$ cat src/rtl/mem_arbiter_pkg.sv
// mem_arb_pkg: shared types and default widths for the two-port RAM arbiter.
package mem_arb_pkg;
    typedef enum logic [1:0] {IDLE, ACCESS, DONE} state_e;
    localparam logic PORT_FETCH = 1'b0;
    localparam logic PORT_DATA  = 1'b1;
    localparam int   ADDR_W     = 4;
    localparam int   DATA_W     = 8;
endpackage

$ cat src/rtl/mem_arbiter_if.sv
// mem_arbiter_if: requester handshake plus RAM-side bus of the arbiter.
interface mem_arbiter_if #(
    parameter int ADDR_W = mem_arb_pkg::ADDR_W,
    parameter int DATA_W = mem_arb_pkg::DATA_W
);
    logic [1:0]        req;
    logic [1:0]        we;
    logic [ADDR_W-1:0] addr0, addr1;
    logic [DATA_W-1:0] wdata0, wdata1;
    logic [1:0]        ack;
    logic [DATA_W-1:0] rdata;
    logic              ram_read, ram_write;
    logic [ADDR_W-1:0] ram_addr;
    logic [DATA_W-1:0] ram_wdata, ram_rdata;

    modport master (
        output req, we, addr0, addr1, wdata0, wdata1, ram_rdata,
        input  ack, rdata, ram_read, ram_write, ram_addr, ram_wdata
    );
    modport slave (
        input  req, we, addr0, addr1, wdata0, wdata1, ram_rdata,
        output ack, rdata, ram_read, ram_write, ram_addr, ram_wdata
    );
endinterface

$ cat src/rtl/mem_arbiter_rr_arb2.sv
// rr_arb2: combinational two-way round-robin picker; on a tie the port other than last wins.
module rr_arb2 (
    input  logic [1:0] eligible_i,
    input  logic       last_i,
    output logic       valid_o,
    output logic       winner_o
);
    assign valid_o  = |eligible_i;
    assign winner_o = (&eligible_i) ? ~last_i : eligible_i[1];
endmodule

$ cat src/rtl/mem_arbiter.sv
// mem_arbiter: shares a single-port RAM between fetch and data requesters,
// one registered access at a time with a one-cycle ack and captured read data.
module mem_arbiter #(
    parameter int ADDR_W = mem_arb_pkg::ADDR_W,
    parameter int DATA_W = mem_arb_pkg::DATA_W
) (
    input logic          clk,
    input logic          rst_n,
    mem_arbiter_if.slave bus
);
    import mem_arb_pkg::*;

    state_e            state_q, state_d;
    logic              sel_q, sel_d, last_q, last_d;
    logic              rd_q, rd_d, wr_q, wr_d;
    logic [1:0]        ack_q, ack_d, elig;
    logic [ADDR_W-1:0] addr_q, addr_d;
    logic [DATA_W-1:0] wdata_q, wdata_d, rdata_q, rdata_d;
    logic              valid, winner;

    // The port being acked in DONE still holds its finished request, so hide it.
    assign elig = bus.req & ((state_q == DONE) ? ~ack_q : 2'b11);

    rr_arb2 u_arb (
        .eligible_i(elig),
        .last_i    (last_q),
        .valid_o   (valid),
        .winner_o  (winner)
    );

    always_comb begin
        state_d = state_q;
        sel_d   = sel_q;
        last_d  = last_q;
        rd_d    = rd_q;
        wr_d    = wr_q;
        ack_d   = 2'b00;
        addr_d  = addr_q;
        wdata_d = wdata_q;
        rdata_d = rdata_q;
        if (state_q == ACCESS) begin
            state_d = DONE;
            rd_d    = 1'b0;
            wr_d    = 1'b0;
            ack_d   = (sel_q == PORT_DATA) ? 2'b10 : 2'b01;
            last_d  = sel_q;
            rdata_d = rd_q ? bus.ram_rdata : rdata_q;
        end else if (valid) begin
            state_d = ACCESS;
            sel_d   = winner;
            addr_d  = (winner == PORT_DATA) ? bus.addr1 : bus.addr0;
            wdata_d = (winner == PORT_DATA) ? bus.wdata1 : bus.wdata0;
            rd_d    = ~bus.we[winner];
            wr_d    = bus.we[winner];
        end else begin
            state_d = IDLE;
        end
    end

    always_ff @(posedge clk or negedge rst_n) begin
        if (!rst_n) begin
            state_q <= IDLE;
            sel_q   <= PORT_FETCH;
            last_q  <= PORT_DATA;
            rd_q    <= 1'b0;
            wr_q    <= 1'b0;
            ack_q   <= 2'b00;
            addr_q  <= '0;
            wdata_q <= '0;
            rdata_q <= '0;
        end else begin
            state_q <= state_d;
            sel_q   <= sel_d;
            last_q  <= last_d;
            rd_q    <= rd_d;
            wr_q    <= wr_d;
            ack_q   <= ack_d;
            addr_q  <= addr_d;
            wdata_q <= wdata_d;
            rdata_q <= rdata_d;
        end
    end

    assign bus.ack       = ack_q;
    assign bus.rdata     = rdata_q;
    assign bus.ram_read  = rd_q;
    assign bus.ram_write = wr_q;
    assign bus.ram_addr  = addr_q;
    assign bus.ram_wdata = wdata_q;
endmodule

$ cat src/flat_wrapper.sv
// flat-port wrapper written by rule: the top's interface ports become plain ports
module mem_arbiter_flat import mem_arb_pkg::*;
#(
    parameter int ADDR_W = mem_arb_pkg::ADDR_W,
    parameter int DATA_W = mem_arb_pkg::DATA_W
)
  (clk, rst_n, bus_req, bus_we, bus_addr0, bus_addr1, bus_wdata0, bus_wdata1, bus_ram_rdata, bus_ack, bus_rdata, bus_ram_read, bus_ram_write, bus_ram_addr, bus_ram_wdata);
  mem_arbiter_if #(.ADDR_W(ADDR_W), .DATA_W(DATA_W)) bus_i ();
  input logic clk;
  input logic rst_n;
  input wire logic [$bits(bus_i.req)-1:0] bus_req;
  input wire logic [$bits(bus_i.we)-1:0] bus_we;
  input wire logic [$bits(bus_i.addr0)-1:0] bus_addr0;
  input wire logic [$bits(bus_i.addr1)-1:0] bus_addr1;
  input wire logic [$bits(bus_i.wdata0)-1:0] bus_wdata0;
  input wire logic [$bits(bus_i.wdata1)-1:0] bus_wdata1;
  input wire logic [$bits(bus_i.ram_rdata)-1:0] bus_ram_rdata;
  output wire logic [$bits(bus_i.ack)-1:0] bus_ack;
  output wire logic [$bits(bus_i.rdata)-1:0] bus_rdata;
  output wire logic [$bits(bus_i.ram_read)-1:0] bus_ram_read;
  output wire logic [$bits(bus_i.ram_write)-1:0] bus_ram_write;
  output wire logic [$bits(bus_i.ram_addr)-1:0] bus_ram_addr;
  output wire logic [$bits(bus_i.ram_wdata)-1:0] bus_ram_wdata;
  assign bus_i.req = bus_req;
  assign bus_i.we = bus_we;
  assign bus_i.addr0 = bus_addr0;
  assign bus_i.addr1 = bus_addr1;
  assign bus_i.wdata0 = bus_wdata0;
  assign bus_i.wdata1 = bus_wdata1;
  assign bus_i.ram_rdata = bus_ram_rdata;
  assign bus_ack = bus_i.ack;
  assign bus_rdata = bus_i.rdata;
  assign bus_ram_read = bus_i.ram_read;
  assign bus_ram_write = bus_i.ram_write;
  assign bus_ram_addr = bus_i.ram_addr;
  assign bus_ram_wdata = bus_i.ram_wdata;
  mem_arbiter #(.ADDR_W(ADDR_W), .DATA_W(DATA_W)) u_core (.clk(clk), .rst_n(rst_n), .bus(bus_i));
endmodule
$ cat config.mk
export PLATFORM = sky130hd
export DESIGN_NAME = mem_arbiter_flat
export DESIGN_NICKNAME = d
export VERILOG_FILES = /design/src/rtl/mem_arbiter_pkg.sv /design/src/rtl/mem_arbiter_if.sv /design/src/rtl/mem_arbiter_rr_arb2.sv /design/src/rtl/mem_arbiter.sv /design/src/flat_wrapper.sv
export SDC_FILE = /design/constraint.sdc
export NUM_CORES = 1
export LEC_CHECK = 0
export CAP_MARGIN = 20
export CORE_MARGIN = 5
export CORE_UTILIZATION = 41
export DETAILED_ROUTE_END_ITERATION = 16
export PLACE_DENSITY = 0.81
export SLEW_MARGIN = 10
export SYNTH_ARGS = -nofsm -noshare
export SYNTH_HDL_FRONTEND = slang
export SYNTH_SLANG_ARGS = --single-unit
export TNS_END_PERCENT = 10
$ cat constraint.sdc
create_clock -name clk -period 1.95 [get_ports clk]
set_input_delay 0.4875 -clock clk [delete_from_list [all_inputs] [get_ports clk]]
set_output_delay 0.4875 -clock clk [all_outputs]
set_load 0.005 [all_outputs]
## Yosys cells after proc, flatten, opt, wreduce, memory -nomap -nowiden

Index checks and enable logic that the tools add are counted.

| cells by class | value |
|---|---|
| bitwise operators | 5 |
| reductions and logical operators | 5 |
| magnitude comparators | 1 |
| muxes and demuxes | 14 |
| equality and inequality tests | 2 |

Operator list:

| kind | count |
|---|---|
| two-way mux 1 bit | 8 |
| two-way mux 2 bit | 4 |
| two-way mux 8 bit | 1 |
| AND reduction 2 bit | 3 |
| two-way mux 4 bit | 1 |
| inverter 1 bit | 3 |
| bitwise AND 2 bit | 1 |
| equality test 2 x 1 -> 1 bit (second input constant) | 1 |
| equality test 2 bit (second input constant) | 1 |
| < comparator 1 x 2 -> 1 bit (second input constant) | 1 |
| inverter 2 bit | 1 |
| nonzero test 2 bit | 1 |
| OR reduction 2 bit | 1 |

| word-level totals | value |
|---|---|
| output and inout bits | 24 |
| bits of input ports | 38 |
| register bits | 28 |
| word-level logic and storage cells | 36 |

## Logic depth before layout (Yosys ltp)

| logic depth | value |
|---|---|
| word-level depth | 10 |
| mapped depth | 6 |
| depth with buffers taken out | 5 |

## Modules after synthesis

From an unflattened synthesis, not the netlist that was laid out.

| second synthesis, totals | value |
|---|---|
| cells, all modules | 98 |
| area, all modules | 1224.9 µm² |

Modules (own cells, without submodules):

| module | cells an instance | area each (µm²) | times used | seq. area each (µm²) |
|---|---|---|---|---|
| mem_arbiter | 96 | 1211.2 | 1 | 701.9 |
| rr_arb2 | 2 | 13.8 | 1 | 0.0 |

## Worst setup path before layout

OpenSTA, ideal clock, no wires.

| path | value |
|---|---|
| kind | register -> register |
| from | register u_core.ack_q[0], in the netlist u_core.bus.ack[0] |
| to | register u_core.wdata_q[1], in the netlist u_core.bus.ram_wdata[1] |
| library setup time | 125 ps |
| required time | 1825 ps |
| path buffers | 1 |
| cell stages (with the launch flop) | 6 |
| slack | 243 ps |
| clock period less this slack | 1707 ps |
| arrival time | 1582 ps |
| path through | dfrtp_1 and3b_1 o221ai_2 buf_6 mux2_4 mux2_4 |

| between the ends | value |
|---|---|
| longest elaborated chain between the ends | 6 |
| elaborated cells on any way between the ends | 8 |
| those cells by class | 3 x mux; 2 x bitwise; 3 x reduce/logical |

Ends and longest elaborated chain:

| element | line | source |
|---|---|---|
| start: declaration | mem_arbiter.sv:16 | `logic [1:0] ack_q, ack_d, elig;` |
| start signal: assignment | mem_arbiter.sv:77 | `ack_q <= ack_d;` |
| inverter 2 bit (*) | mem_arbiter.sv:22 | `assign elig = bus.req & ((state_q == DONE) ? ~ack_q : 2'b11);` |
| two-way mux 2 bit (*) | mem_arbiter.sv:22 |  |
| bitwise AND 2 bit (*) | mem_arbiter.sv:22 |  |
| AND reduction 2 bit | mem_arbiter_rr_arb2.sv:9 | `assign winner_o = (&eligible_i) ? ~last_i : eligible_i[1];` |
| two-way mux 1 bit | mem_arbiter_rr_arb2.sv:9 |  |
| two-way mux 8 bit | mem_arbiter.sv:52 | `wdata_d = (winner == PORT_DATA) ? bus.wdata1 : bus.wdata0;` |
| end signal: assignment | mem_arbiter.sv:79 | `wdata_q <= wdata_d;` |
| end: declaration | mem_arbiter.sv:18 | `logic [DATA_W-1:0] wdata_q, wdata_d, rdata_q, rdata_d;` |

Mark *: on every way between the ends. The rest lies on a longest branch, timed or not.
A chain may end at the register's enable or synchronous reset.

## Worst setup path after layout

| path | value |
|---|---|
| from | input port bus_req[0] |
| to | register u_core.addr_q[2], in the netlist u_core.bus.ram_addr[2] |

| between the ends | value |
|---|---|
| longest elaborated chain between the ends | 4 |
| elaborated cells on any way between the ends | 6 |
| those cells by class | 2 x mux; 1 x bitwise; 3 x reduce/logical |

Ends and longest elaborated chain:

| element | line | source |
|---|---|---|
| start: declaration | flat_wrapper.sv:11 | `input wire logic [$bits(bus_i.req)-1:0] bus_req;` |
| bitwise AND 2 bit (*) | mem_arbiter.sv:22 |  |
| AND reduction 2 bit | mem_arbiter_rr_arb2.sv:9 |  |
| two-way mux 1 bit | mem_arbiter_rr_arb2.sv:9 |  |
| two-way mux 4 bit | mem_arbiter.sv:51 | `addr_d = (winner == PORT_DATA) ? bus.addr1 : bus.addr0;` |
| end signal: assignment | mem_arbiter.sv:78 | `addr_q <= addr_d;` |
| end: declaration | mem_arbiter.sv:17 | `logic [ADDR_W-1:0] addr_q, addr_d;` |

Marks and branches as above.

==> impl_table.tex <==
\begin{tabular}{lr}
\hline
Metric & Value \\
\hline
\multicolumn{2}{l}{\textbf{Run status}} \\
Outcome & finished clean \\
\multicolumn{2}{l}{\textbf{Finish}} \\
Final Core Density & 65.5\% \\
Nets@finish & 194 \\
Filler instances & 252 \\
Final antenna diode count & 0 \\
Area taken by flip-flops and latches & 702 µm² \\
Area taken by multi-input logic gates & 583 µm² \\
Area Overhead vs Synth & 51.3\% \\
Layout cell share with drive strength beyond 1 & 29.7\% \\
\multicolumn{2}{l}{\textbf{Synthesis}} \\
Warnings, synthesis & 0 \\
Syn\_nets & 126 \\
Per-instance average area after synthesis & 15.3 µm² \\
Leading cell types by total area after synthesis & sky130\_fd\_sc\_hd\_\_dfrtp\_1, sky130\_fd\_sc\_hd\_\_mux2\_4, sky130\_fd\_sc\_hd\_\_mux2\_2 \\
Number of flip-flops and latches in the synthesized netlist & 28 \\
Synth top area share & 50.3\% \\
Commonest cells in the synthesized netlist & sky130\_fd\_sc\_hd\_\_dfrtp\_1, sky130\_fd\_sc\_hd\_\_mux2\_2, sky130\_fd\_sc\_hd\_\_mux2\_4 \\
Cell count after synthesis & 88 \\
Seq/Total Area, Yosys & 52.2\% \\
Share of synthesized registers carrying an async set or reset & between 90\% and 100\% \\
Count of distinct cell types in the synthesized netlist & 24 \\
Area of the mapped netlist & between 1000 and 1500 µm² \\
Flip-flop cell with the highest count after synthesis & sky130\_fd\_sc\_hd\_\_dfrtp\_1 \\
EDFF count, synth & 0 \\
Most used standard cell by instance count after synthesis & sky130\_fd\_sc\_hd\_\_dfrtp\_1 \\
Largest area contributor in the synthesized netlist & sky130\_fd\_sc\_hd\_\_dfrtp\_1 \\
\multicolumn{2}{l}{\textbf{Clocking}} \\
Gates resized, CTS repair & 0 \\
Clk Latency, worst-skew pair & 0.31 ns \\
Level count of the clock H-tree & 1 \\
Inserted Clock Buffers & 3 \\
CTS Buffer Depth & 2 \\
Count of clock tree sinks & 28 \\
Hold-fix buffer count after cts & 0 \\
Clock tree from TritonCTS & yes \\
Root buffer cell & sky130\_fd\_sc\_hd\_\_clkbuf\_4 \\
Clock edge transition at the registers on the reported setup and hold paths & 0.14 ns \\
Setup Buffers After CTS & 0 \\
\multicolumn{2}{l}{\textbf{Critical path}} \\
R2R cell count & 5 \\
Required time of the critical path & between 2 and 2.5 ns \\
Worst Setup End Kind & flip-flop \\
Data arrival, critical path & 2.16 ns \\
Crit Path Class & in -> reg \\
Largest driver fanout on the critical path & 15 \\
Kind of launch point of the worst setup path & primary input \\
\multicolumn{2}{l}{\textbf{GRT}} \\
Number of global-route vias before repair & 1,084 \\
Number of antenna violations at the first check in global routing & 0 \\
GRT overflow & 0 \\
Wire length of the first global-routing pass & about 4800 µm \\
GRT Total Usage & 14.2\% \\
Pin count of the biggest net entering global routing & 29 \\
\multicolumn{2}{l}{\textbf{Timing}} \\
Clock Skews & 0.00297 ns \\
Final hold violation count & 0 \\
Final Setup Violations & 0 \\
Setup TNS & 0 ns \\
Number of pins exceeding their max-slew limit in the final report & 0 \\
Tcrit/Tclk final & 99.7\% \\
Headroom to the max-slew limit & 75.4\% \\
Highest clock frequency the design can meet & 515 MHz \\
Worst Hold Margin & 0.516 ns \\
Unrepaired setup endpoints after global routing & false \\
Time the worst path needs with I/O delays and setup & just under 2 ns \\
Pin slew with the least headroom to its limit & 0.368 ns \\
\multicolumn{2}{l}{\textbf{Power}} \\
Power spent charging and discharging nets & 0.782 mW \\
Share of total power in sequential cells & between 30\% and 40\% \\
Net switching share of the total power & 29.1\% \\
Static leakage & between 0.8 and 0.9 nW \\
Power Dens Cells & 1320 nW/µm² \\
Clock Power Share & 8.9\% \\
Total internal power & between 1.5 and 2 mW \\
VDD IR-drop max & 0.571 mV \\
Part of the power in combinational logic & 51.4\% \\
\multicolumn{2}{l}{\textbf{Min path}} \\
Hold WC Path Type & in -> async \\
\multicolumn{2}{l}{\textbf{Drt}} \\
Total Wirelength & between 2000 and 3000 µm \\
First-iteration detailed-routing DRC count & 55 \\
Mean routed wirelength per cell & between 10 and 15 µm \\
Detailed-route wire length on metal 1 & 1110 µm \\
Met2 routed wirelength & 1650 µm \\
Highest routed layer & met4 \\
Number of optimization iterations in the first detailed-route pass & 3 \\
DR vias & 952 \\
Antenna Nets Post-Route & 0 \\
Vias per std cell & between 4 and 5 \\
Number of remaining DRC errors & 0 \\
Length of routed met3 wiring & approximately 130 µm \\
\multicolumn{2}{l}{\textbf{Floorplan}} \\
Area enclosed by the die boundary & around 4500 µm² \\
Count of standard-cell rows & 20 \\
Number of I/O pins & 62 \\
Initial standard-cell utilization of the core & 43.3\% \\
Die boundary height & between 60 and 70 µm \\
Core Area & around 3100 µm² \\
Width of the chip & 67.3 µm \\
\multicolumn{2}{l}{\textbf{Placement}} \\
DP Wirelength & 2440 µm \\
Gp weighted congestion & 0.706 \\
Count of input and output buffers & 61 \\
\multicolumn{2}{l}{\textbf{Flow run}} \\
Number of maximum-capacitance violations & 0 \\
\hline
\end{tabular}
[flip-flops by register name (all words and copies together) (netlist names)]
register              cells
u_core.bus.ack            2
u_core.bus.rdata          8
u_core.bus.ram_addr       4
u_core.bus.ram_read       1
u_core.last_q             1
u_core.bus.ram_write      1
u_core.bus.ram_wdata      8
u_core.state_q            2
u_core.sel_q              1
[final timing paths]
check	startpoint	endpoint	slack, ns
min reg2reg	u_core.bus.rdata[5]	u_core.bus.rdata[5]	0.52
max reg2reg	u_core.state_q[0]	u_core.bus.ram_addr[2]	0.19
min	rst_n	u_core.bus.ram_wdata[3]	0.52
min in group clk	u_core.bus.rdata[5]	u_core.bus.rdata[5]	0.52
max	bus_req[0]	u_core.bus.ram_addr[2]	0.006
max in group asynchronous	rst_n	u_core.last_q	1.14
[critical path: stages]
cell and delay [ns]:
sky130_fd_sc_hd__clkdlybuf4s50_1 0.52, sky130_fd_sc_hd__nor2b_1 0.22, sky130_fd_sc_hd__nor3_1 0.07, sky130_fd_sc_hd__or3_4 0.37, sky130_fd_sc_hd__inv_8 0.14, sky130_fd_sc_hd__mux2_2 0.34
[power groups by stage]
stage	clock network, mW	logic (mW)	registers (mW)
floorplan	0	0.730	1.07
global placement	0	1.35	1.06
detailed placement	0	1.40	1.08
CTS	0.243	1.39	1.07
global route	0.274	1.48	1.11
finish	0.238	1.38	1.07
[cell type report]
| class | instances | share of cell area, % |
|---|---|---|
| flip-flops and latches | 28 | 34.5 |
| multi-input cells | 54 | 28.7 |
| well taps | 44 | 2.71 |
| inverters | 3 | 0.923 |
| repair buffers | 66 | 31.9 |
| clock buffers | 4 | 1.29 |
[metal layers]
metal | vias up | track usage [%]
met4 | 0 | 6.84
met3 | 2 | 2.16
met1 | 474 | 15.0
li1 | 450 | -
met5 | - | 0
met2 | 26 | 27.2
[through the flow]
stage / worst slack, ns / total power [mW] / std cells / cell area [µm²]
after CTS: 0.0172 / 2.71 / 199 / 2030
after floorplan: 0.243 / 1.80 / 88 / 1340
after detailed placement: -0.332 / 2.47 / 195 / 2000
final: 0.00647 / 2.68 / 199 / 2030
after global routing: 0.00921 / 2.86 / 199 / 2030
after global placement: -0.269 / 2.41 / 195 / 2000
[kinds of logic after synthesis]
logic type      share of synthesized area [%]
simple gates                             5.49
flops                                    52.2
mux                                      33.7
buf+inv                                  4.38
compound gates                           4.19
[layout by cell type, fill, tap and decap left out, types with 2 or more instances in the layout]
| master | count |
|---|---|
| sky130_fd_sc_hd__and2_1 | 2 |
| sky130_fd_sc_hd__buf_4 | 5 |
| sky130_fd_sc_hd__clkbuf_4 | 3 |
| sky130_fd_sc_hd__clkdlybuf4s50_1 | 61 |
| sky130_fd_sc_hd__dfrtp_1 | 27 |
| sky130_fd_sc_hd__inv_1 | 2 |
| sky130_fd_sc_hd__mux2_2 | 18 |
| sky130_fd_sc_hd__mux2_4 | 16 |
| sky130_fd_sc_hd__nand2_1 | 3 |
| sky130_fd_sc_hd__nor2b_1 | 2 |
Power figures use the tool's default switching activity.
